===== config.mk =====
export PLATFORM = sky130hd
export DESIGN_NAME = branch_history_table_flat
export DESIGN_NICKNAME = d
export VERILOG_FILES = /design/src/rtl/branch_history_table_if.sv /design/src/rtl/branch_history_table.sv /design/src/flat_wrapper.sv
export SDC_FILE = /design/constraint.sdc
export NUM_CORES = 1
export LEC_CHECK = 0
export ABC_AREA = 1
export BUFFER_PORTS_ARGS = -buffer_cell sky130_fd_sc_hd__buf_2
export CAP_MARGIN = 20
export CORE_ASPECT_RATIO = 0.75
export CORE_UTILIZATION = 35
export CTS_BUF_LIST = sky130_fd_sc_hd__clkbuf_8 sky130_fd_sc_hd__clkbuf_16
export DETAILED_ROUTE_END_ITERATION = 6
export GPL_ROUTABILITY_DRIVEN = 0
export MAX_ROUTING_LAYER = met4
export SLEW_MARGIN = 40
export SYNTH_ARGS = -nofsm -noshare
export SYNTH_HDL_FRONTEND = slang
export SYNTH_SLANG_ARGS = --single-unit

===== constraint.sdc =====
create_clock -name clk -period 4.57 [get_ports clk]
set_input_delay 0.6855 -clock clk [delete_from_list [all_inputs] [get_ports clk]]
set_output_delay 0.6855 -clock clk [all_outputs]
set_load 0.005 [all_outputs]

===== src/rtl/branch_history_table_if.sv =====
// Predictor bus between the pipeline and branch_history_table.
//   master : pipeline side; drives the IF-stage query and the EX-stage resolution
//   slave  : predictor side; returns the prediction, history snapshot and statistics
// Signals:
//   pred_pc/pred_taken/pred_ghr : fetch-time query and answer
//   upd_valid/upd_pc/upd_ghr/upd_taken/upd_predicted : one resolved branch per cycle
//   mispredict/branch_count/mispredict_count : statistics
interface branch_history_table_if #(
   parameter int unsigned HIST_LEN  = 4,
   parameter int unsigned CNT_WIDTH = 32
);
   // A zero-length history still needs a one-bit carrier through the pipe.
   localparam int unsigned GhrW = (HIST_LEN > 0) ? HIST_LEN : 1;

   logic [31:0]          pred_pc;
   logic                 pred_taken;
   logic [GhrW-1:0]      pred_ghr;
   logic                 upd_valid;
   logic [31:0]          upd_pc;
   logic [GhrW-1:0]      upd_ghr;
   logic                 upd_taken;
   logic                 upd_predicted;
   logic                 mispredict;
   logic [CNT_WIDTH-1:0] branch_count;
   logic [CNT_WIDTH-1:0] mispredict_count;

   modport master (
      output pred_pc, upd_valid, upd_pc, upd_ghr, upd_taken, upd_predicted,
      input  pred_taken, pred_ghr, mispredict, branch_count, mispredict_count
   );

   modport slave (
      input  pred_pc, upd_valid, upd_pc, upd_ghr, upd_taken, upd_predicted,
      output pred_taken, pred_ghr, mispredict, branch_count, mispredict_count
   );
endinterface


===== src/rtl/branch_history_table.sv =====
// Gshare branch predictor: a table of 2-bit saturating counters (00 strong-NT .. 11 strong-T)
// indexed by PC[IDX_BITS+1:2] XOR global history. Prediction is combinational; training,
// history repair and statistics update on the clock edge after a resolved branch.
// Ports:
//   clk  : clock, all state on posedge
//   rst  : synchronous active-high reset; drops any concurrent update
//   bus  : branch_history_table_if slave (query, resolution, statistics)
module branch_history_table #(
   parameter int unsigned IDX_BITS  = 8,
   parameter int unsigned HIST_LEN  = 4,
   parameter int unsigned CNT_WIDTH = 32
) (
   input logic                    clk,
   input logic                    rst,
   branch_history_table_if.slave  bus
);
   localparam int unsigned Entries = 2 ** IDX_BITS;

   typedef logic [1:0] ctr_t;

   ctr_t                 table_q [Entries];
   logic [IDX_BITS-1:0]  hist_pred, hist_upd;
   logic [IDX_BITS-1:0]  pred_idx, upd_idx;
   ctr_t                 upd_cur, upd_nxt;
   logic                 upd_miss;
   logic [CNT_WIDTH-1:0] branch_cnt_q, branch_cnt_d;
   logic [CNT_WIDTH-1:0] mispred_cnt_q, mispred_cnt_d;
   logic                 mispredict_q, mispredict_d;

   // Only the index bits of the PCs are used.
   logic unused_pc_bits;
   assign unused_pc_bits = ^{bus.pred_pc[31:IDX_BITS+2], bus.pred_pc[1:0],
                             bus.upd_pc[31:IDX_BITS+2], bus.upd_pc[1:0]};

   if (HIST_LEN > 0) begin : g_hist
      logic [HIST_LEN-1:0] ghr_q;
      logic [HIST_LEN:0]   shifted;

      // Rebuilt from the carried snapshot, so a flush repairs the history for free.
      assign shifted = {bus.upd_ghr, bus.upd_taken};

      always_ff @(posedge clk) begin
         if (rst) begin
            ghr_q <= '0;
         end else if (bus.upd_valid) begin
            ghr_q <= shifted[HIST_LEN-1:0];
         end
      end

      assign hist_pred    = IDX_BITS'(ghr_q);
      assign hist_upd     = IDX_BITS'(bus.upd_ghr);
      assign bus.pred_ghr = ghr_q;
   end else begin : g_bimodal
      logic unused_upd_ghr;
      assign unused_upd_ghr = ^bus.upd_ghr;
      assign hist_pred      = '0;
      assign hist_upd       = '0;
      assign bus.pred_ghr   = '0;
   end

   assign pred_idx       = bus.pred_pc[IDX_BITS+1:2] ^ hist_pred;
   assign upd_idx        = bus.upd_pc[IDX_BITS+1:2] ^ hist_upd;
   // Reads the registered table, so a same-cycle update to this entry is not bypassed.
   assign bus.pred_taken = table_q[pred_idx][1];

   always_comb begin
      upd_cur = table_q[upd_idx];
      upd_nxt = upd_cur;
      if (bus.upd_taken && upd_cur != 2'b11) begin
         upd_nxt = upd_cur + 2'b01;
      end else if (!bus.upd_taken && upd_cur != 2'b00) begin
         upd_nxt = upd_cur - 2'b01;
      end
   end

   always_ff @(posedge clk) begin
      if (rst) begin
         for (int i = 0; i < Entries; i++) begin
            table_q[i] <= 2'b01;
         end
      end else if (bus.upd_valid) begin
         table_q[upd_idx] <= upd_nxt;
      end
   end

   assign upd_miss = bus.upd_taken ^ bus.upd_predicted;

   always_comb begin
      branch_cnt_d  = branch_cnt_q;
      mispred_cnt_d = mispred_cnt_q;
      mispredict_d  = 1'b0;
      if (bus.upd_valid) begin
         mispredict_d = upd_miss;
         // Saturate rather than wrap.
         if (!(&branch_cnt_q)) begin
            branch_cnt_d = branch_cnt_q + CNT_WIDTH'(1);
         end
         if (upd_miss && !(&mispred_cnt_q)) begin
            mispred_cnt_d = mispred_cnt_q + CNT_WIDTH'(1);
         end
      end
   end

   always_ff @(posedge clk) begin
      if (rst) begin
         branch_cnt_q  <= '0;
         mispred_cnt_q <= '0;
         mispredict_q  <= 1'b0;
      end else begin
         branch_cnt_q  <= branch_cnt_d;
         mispred_cnt_q <= mispred_cnt_d;
         mispredict_q  <= mispredict_d;
      end
   end

   assign bus.branch_count     = branch_cnt_q;
   assign bus.mispredict_count = mispred_cnt_q;
   assign bus.mispredict       = mispredict_q;
endmodule

===== src/flat_wrapper.sv =====
// flat-port wrapper written by rule: the top's interface ports become plain ports
module branch_history_table_flat 
#(
   parameter int unsigned IDX_BITS  = 8,
   parameter int unsigned HIST_LEN  = 4,
   parameter int unsigned CNT_WIDTH = 32
)
  (clk, rst, bus_pred_pc, bus_upd_valid, bus_upd_pc, bus_upd_ghr, bus_upd_taken, bus_upd_predicted, bus_pred_taken, bus_pred_ghr, bus_mispredict, bus_branch_count, bus_mispredict_count);
  branch_history_table_if #(.HIST_LEN(HIST_LEN), .CNT_WIDTH(CNT_WIDTH)) bus_i ();
  input logic clk;
  input logic rst;
  input wire logic [$bits(bus_i.pred_pc)-1:0] bus_pred_pc;
  input wire logic [$bits(bus_i.upd_valid)-1:0] bus_upd_valid;
  input wire logic [$bits(bus_i.upd_pc)-1:0] bus_upd_pc;
  input wire logic [$bits(bus_i.upd_ghr)-1:0] bus_upd_ghr;
  input wire logic [$bits(bus_i.upd_taken)-1:0] bus_upd_taken;
  input wire logic [$bits(bus_i.upd_predicted)-1:0] bus_upd_predicted;
  output wire logic [$bits(bus_i.pred_taken)-1:0] bus_pred_taken;
  output wire logic [$bits(bus_i.pred_ghr)-1:0] bus_pred_ghr;
  output wire logic [$bits(bus_i.mispredict)-1:0] bus_mispredict;
  output wire logic [$bits(bus_i.branch_count)-1:0] bus_branch_count;
  output wire logic [$bits(bus_i.mispredict_count)-1:0] bus_mispredict_count;
  assign bus_i.pred_pc = bus_pred_pc;
  assign bus_i.upd_valid = bus_upd_valid;
  assign bus_i.upd_pc = bus_upd_pc;
  assign bus_i.upd_ghr = bus_upd_ghr;
  assign bus_i.upd_taken = bus_upd_taken;
  assign bus_i.upd_predicted = bus_upd_predicted;
  assign bus_pred_taken = bus_i.pred_taken;
  assign bus_pred_ghr = bus_i.pred_ghr;
  assign bus_mispredict = bus_i.mispredict;
  assign bus_branch_count = bus_i.branch_count;
  assign bus_mispredict_count = bus_i.mispredict_count;
  branch_history_table #(.IDX_BITS(IDX_BITS), .HIST_LEN(HIST_LEN), .CNT_WIDTH(CNT_WIDTH)) u_core (.clk(clk), .rst(rst), .bus(bus_i));
endmodule

==> results.md <==
Flow run:
- The tool flagged a number of max-cap violations equal to 0.

Layout:
- The share of the core filled with cells in the final layout is 40.3%.
- The synthesis-to-layout area growth is 14.0%.
- Fill cells in the final layout number 9417.
- In the final layout, flip-flops and latches occupy 16800 sq um.
- The area taken by multi-input logic gates is 13300 sq um.
- The final layout net count is 4464.
- In the final layout, the share of cells above drive strength 1 is 9.73%.

GRT:
- The maximum number of pins on one net before global-route repair is 142.
- After global routing the overflow that remains totals 0.
- The first global-routing pass estimated 169000 microns of wire.
- Global routing used 24.0% of the available tracks across all layers.
- The number of antenna violations at the first check in global routing is 1.
- The via count of the first global-routing pass came to 27.5k.

Synthesis:
- sky130_fd_sc_hd__nand2_1 is the most common cell in the netlist.
- Each instance of the synthesized netlist takes up on average 7.55 sq um.
- Of all flip-flops after synthesis, the portion carrying an async set or reset was 0%.
- The most area-hungry cell type in the Yosys netlist is sky130_fd_sc_hd__edfxtp_1.
- Yosys attributes the largest share of cell area to sky130_fd_sc_hd__edfxtp_1 (47%), sky130_fd_sc_hd__nand2_1 (13%), sky130_fd_sc_hd__nor2_1 (11%).
- The sequential cell area fraction in the yosys report is 50.8%.
- Ranked by instance count, the synthesized netlist is headed by sky130_fd_sc_hd__nand2_1 (1147), sky130_fd_sc_hd__nor2_1 (924), sky130_fd_sc_hd__edfxtp_1 (512), sky130_fd_sc_hd__inv_1 (455), sky130_fd_sc_hd__nand3_1 (367).
- The synthesized instance count is 4366.
- The number of enable flip-flop cells after synthesis is 512.
- The mapped cell area is 33000 sq um.
- The share of synthesized area in the top cell type comes to 46.6%.
- The number of nets produced by synthesis is 4443.
- The most used flip-flop cell after synthesis is sky130_fd_sc_hd__edfxtp_1.
- The Yosys warning count is 0.
- The synthesized design contains 581 register bits.
- Counting distinct cell types in the post-synthesis netlist gives 41.

Clock network:
- Counting the buffers created by CTS gives 59.
- TritonCTS built the clock tree.
- Buffers added to address setup during post-CTS repair amount to 0.
- In this run, post-CTS hold repair placed 0 buffers.
- The clock-pin slew of the registers on the worst-case setup and hold paths is 0.06 ns.
- The maximum clock path buffer count is 3.
- Post-CTS repair changed the size of 0 cells.
- The number of sinks driven by the clock tree is 581.
- The tree is rooted in a sky130_fd_sc_hd__clkbuf_16.
- The later pin in the worst-skew pair is clocked with a latency of 0.66 ns.
- The clock tree synthesis step divided the H-tree into 2 levels.

Timing:
- Static timing analysis puts the maximum clock frequency at 234 MHz.
- The ratio of final minimum period to clock period is 93.6%.
- Summed over all failing endpoints, the final setup total negative slack is 0 ns.
- Setup repair after global routing left no endpoint under its margin.
- The headroom to the max-slew limit is 45.7%.
- Setup violations remaining at the end of the flow were counted as 0.
- The setup clock skew after layout is 0.0217 ns.
- The time the final worst path needs with I/O delays and setup is 4.28 ns.
- The worst setup margin is 0.293 ns.
- The number of max-slew violations in the final report was 0.
- The number of hold violations in the final report is 0.
- The slew at the pin with the worst max-slew slack is 0.815 ns.

Setup path:
- The endpoint type of the worst setup path is an output port.
- At the worst endpoint, the arrival time is 3.59 ns.
- In this run the worst path has a maximum fanout of 57.
- The critical path is of the flip-flop to output port type.
- The worst setup path is launched from a flip-flop.
- The required time of the critical path is 3.88 ns.

Routing:
- The average wire per cell in the routed design is 19.8 microns.
- Before antenna repair, the detailed router went through 6 iterations.
- Dividing the detail-routed via count by the number of cells gives 5.32.
- The post-detailed-route count of antenna-violating nets is 0.
- The DRC violation count after routing is 0.
- The detailed router finished its first iteration with 4010 violations.
- Summing over every cut layer, the via total after detailed routing is 30.2k.
- Wires add up to 112000 microns.

Run status:
- The flow ran to the end, and the final reports show no timing, DRC or antenna violations.

Place:
- Timing analysis after detailed placement gives a worst setup slack of 0.142 ns.
- The count of buffers added on input and output ports is 94.
- Summed over all nets, the half-perimeter wirelength after detailed placement is 71200 microns.

Power:
- For this design the ratio of total power to cell area is 346 nW/um^2.
- The maximum resistive drop on vdd is 0.000365 V.
- The reported leakage power is 0.0140 uW.

Floorplanning:
- Once the floorplan was initialized, standard cells occupied 35.3% of the core.
- The floorplan has 97 rows.
- After floorplanning, the core was sized to cover 93300 sq um.
- The horizontal extent of the die is 356 microns.
- The full die area is 95500 sq um.
- The count of boundary I/O pins is 143.
- The die is 268 microns tall.

Min path:
- The min-delay analysis places its worst path in the category input port to flip-flop.
## per-stage QoR
stage	total power (uW)	hold slack (ns)	instances	instance area (sq um)
after CTS	13000	0.299	5666	37600
after global routing	13400	0.343	5666	37600
final	13000	0.327	5667	37600
after floorplan	7110	0.453	4366	33000
after detailed placement	8160	0.463	5563	35700
after global placement	8150	0.450	5563	35700
## critical path, cell delays in order (launching register included)
cell and delay (ns):
sky130_fd_sc_hd__dfxtp_1 0.36, sky130_fd_sc_hd__inv_1 0.05, sky130_fd_sc_hd__nand2_1 0.09, sky130_fd_sc_hd__nand2_4 0.19, sky130_fd_sc_hd__inv_4 0.44, sky130_fd_sc_hd__buf_12 0.38, sky130_fd_sc_hd__o21ai_0 0.13, sky130_fd_sc_hd__o221ai_1 0.19
sky130_fd_sc_hd__nand3_1 0.20, sky130_fd_sc_hd__nand3_1 0.23, sky130_fd_sc_hd__nand3_1 0.12, sky130_fd_sc_hd__nand3_1 0.10, sky130_fd_sc_hd__nand3b_1 0.07, sky130_fd_sc_hd__nand2_1 0.21, sky130_fd_sc_hd__buf_2 0.16
## metal layers
layer | global-route usage [%] | routed length, microns | vias to the layer above
li1 | - | - | 14100
met1 | 34.0 | 48100 | 14200
met2 | 34.5 | 47300 | 1674
met3 | 4.95 | 14000 | 190
met4 | 6.29 | 2750 | 0
met5 | - | 0 | -
## cell usage in the layout (no fill, tap or decap), types with 62 or more instances in the layout
cell type                      n
sky130_fd_sc_hd__nand2_1    1142
sky130_fd_sc_hd__nor2_1      920
sky130_fd_sc_hd__edfxtp_1    512
sky130_fd_sc_hd__inv_1       470
sky130_fd_sc_hd__nand3_1     366
sky130_fd_sc_hd__o21ai_0     203
sky130_fd_sc_hd__buf_2        94
sky130_fd_sc_hd__buf_4        94
sky130_fd_sc_hd__or2_2        83
sky130_fd_sc_hd__dfxtp_1      69
sky130_fd_sc_hd__clkbuf_16    62
## sequential cells by signal, summed over array words and instances, names as in the netlist
signal,count
u_core.bus.branch_count,32
u_core.bus.mispredict_count,32
u_core.bus.pred_ghr,4
u_core.bus.mispredict,1
u_core.table_q,512
## cells by family (layout without fill, tap and decap cells)
| kind of cell | Yosys count | after routing | synth area share, % |
|---|---|---|---|
| AND/OR/NAND/NOR | 2615 | 2615 | 32.4 |
| buffers and inverters | 746 | 809 | 9.15 |
| flip-flops | 581 | 581 | 50.8 |
| AO/OA/AOI/OAI | 405 | 405 | 7.09 |
| XOR/XNOR | 15 | 15 | 0.421 |
| adder cells (fa/ha/maj) | 4 | 4 | 0.152 |
| other | 0 | 1 | 0 |
## worst paths after layout
path                                                 end                                   startpoint  slack [ns]  cells past startpoint
max                                       bus_pred_taken          u_core.bus.pred_ghr[0]$_SDFFE_PP0P_        0.29                     14
min                     u_core.bus.mispredict$_SDFF_PN0_                            bus_upd_predicted        0.33                      3
max reg2reg         u_core.table_q[247][1]$_SDFFCE_PN0P_          u_core.table_q[63][0]$_SDFFCE_PN1P_        1.23                     22
min reg2reg  u_core.bus.mispredict_count[9]$_SDFFE_PP0P_  u_core.bus.mispredict_count[9]$_SDFFE_PP0P_        0.47                      2
## layout make-up
class,count,share of cell area (%)
repair buffers,244,6.11
inverters,462,4.66
clock inverters,40,0.839
flip-flops and latches,581,44.6
well taps,1237,4.12
diodes,1,0.00666
multi-input cells,3039,35.5
clock buffers,63,4.16
## report_power, final
group | internal [uW] | switching, uW | leakage [uW]
logic | 648 | 1560 | 0.00805
clock network | 2730 | 2180 | 0.000990
registers | 5840 | 53.0 | 0.00493
total | 9220 | 3790 | 0.0140
Power figures use the tool's default switching activity.
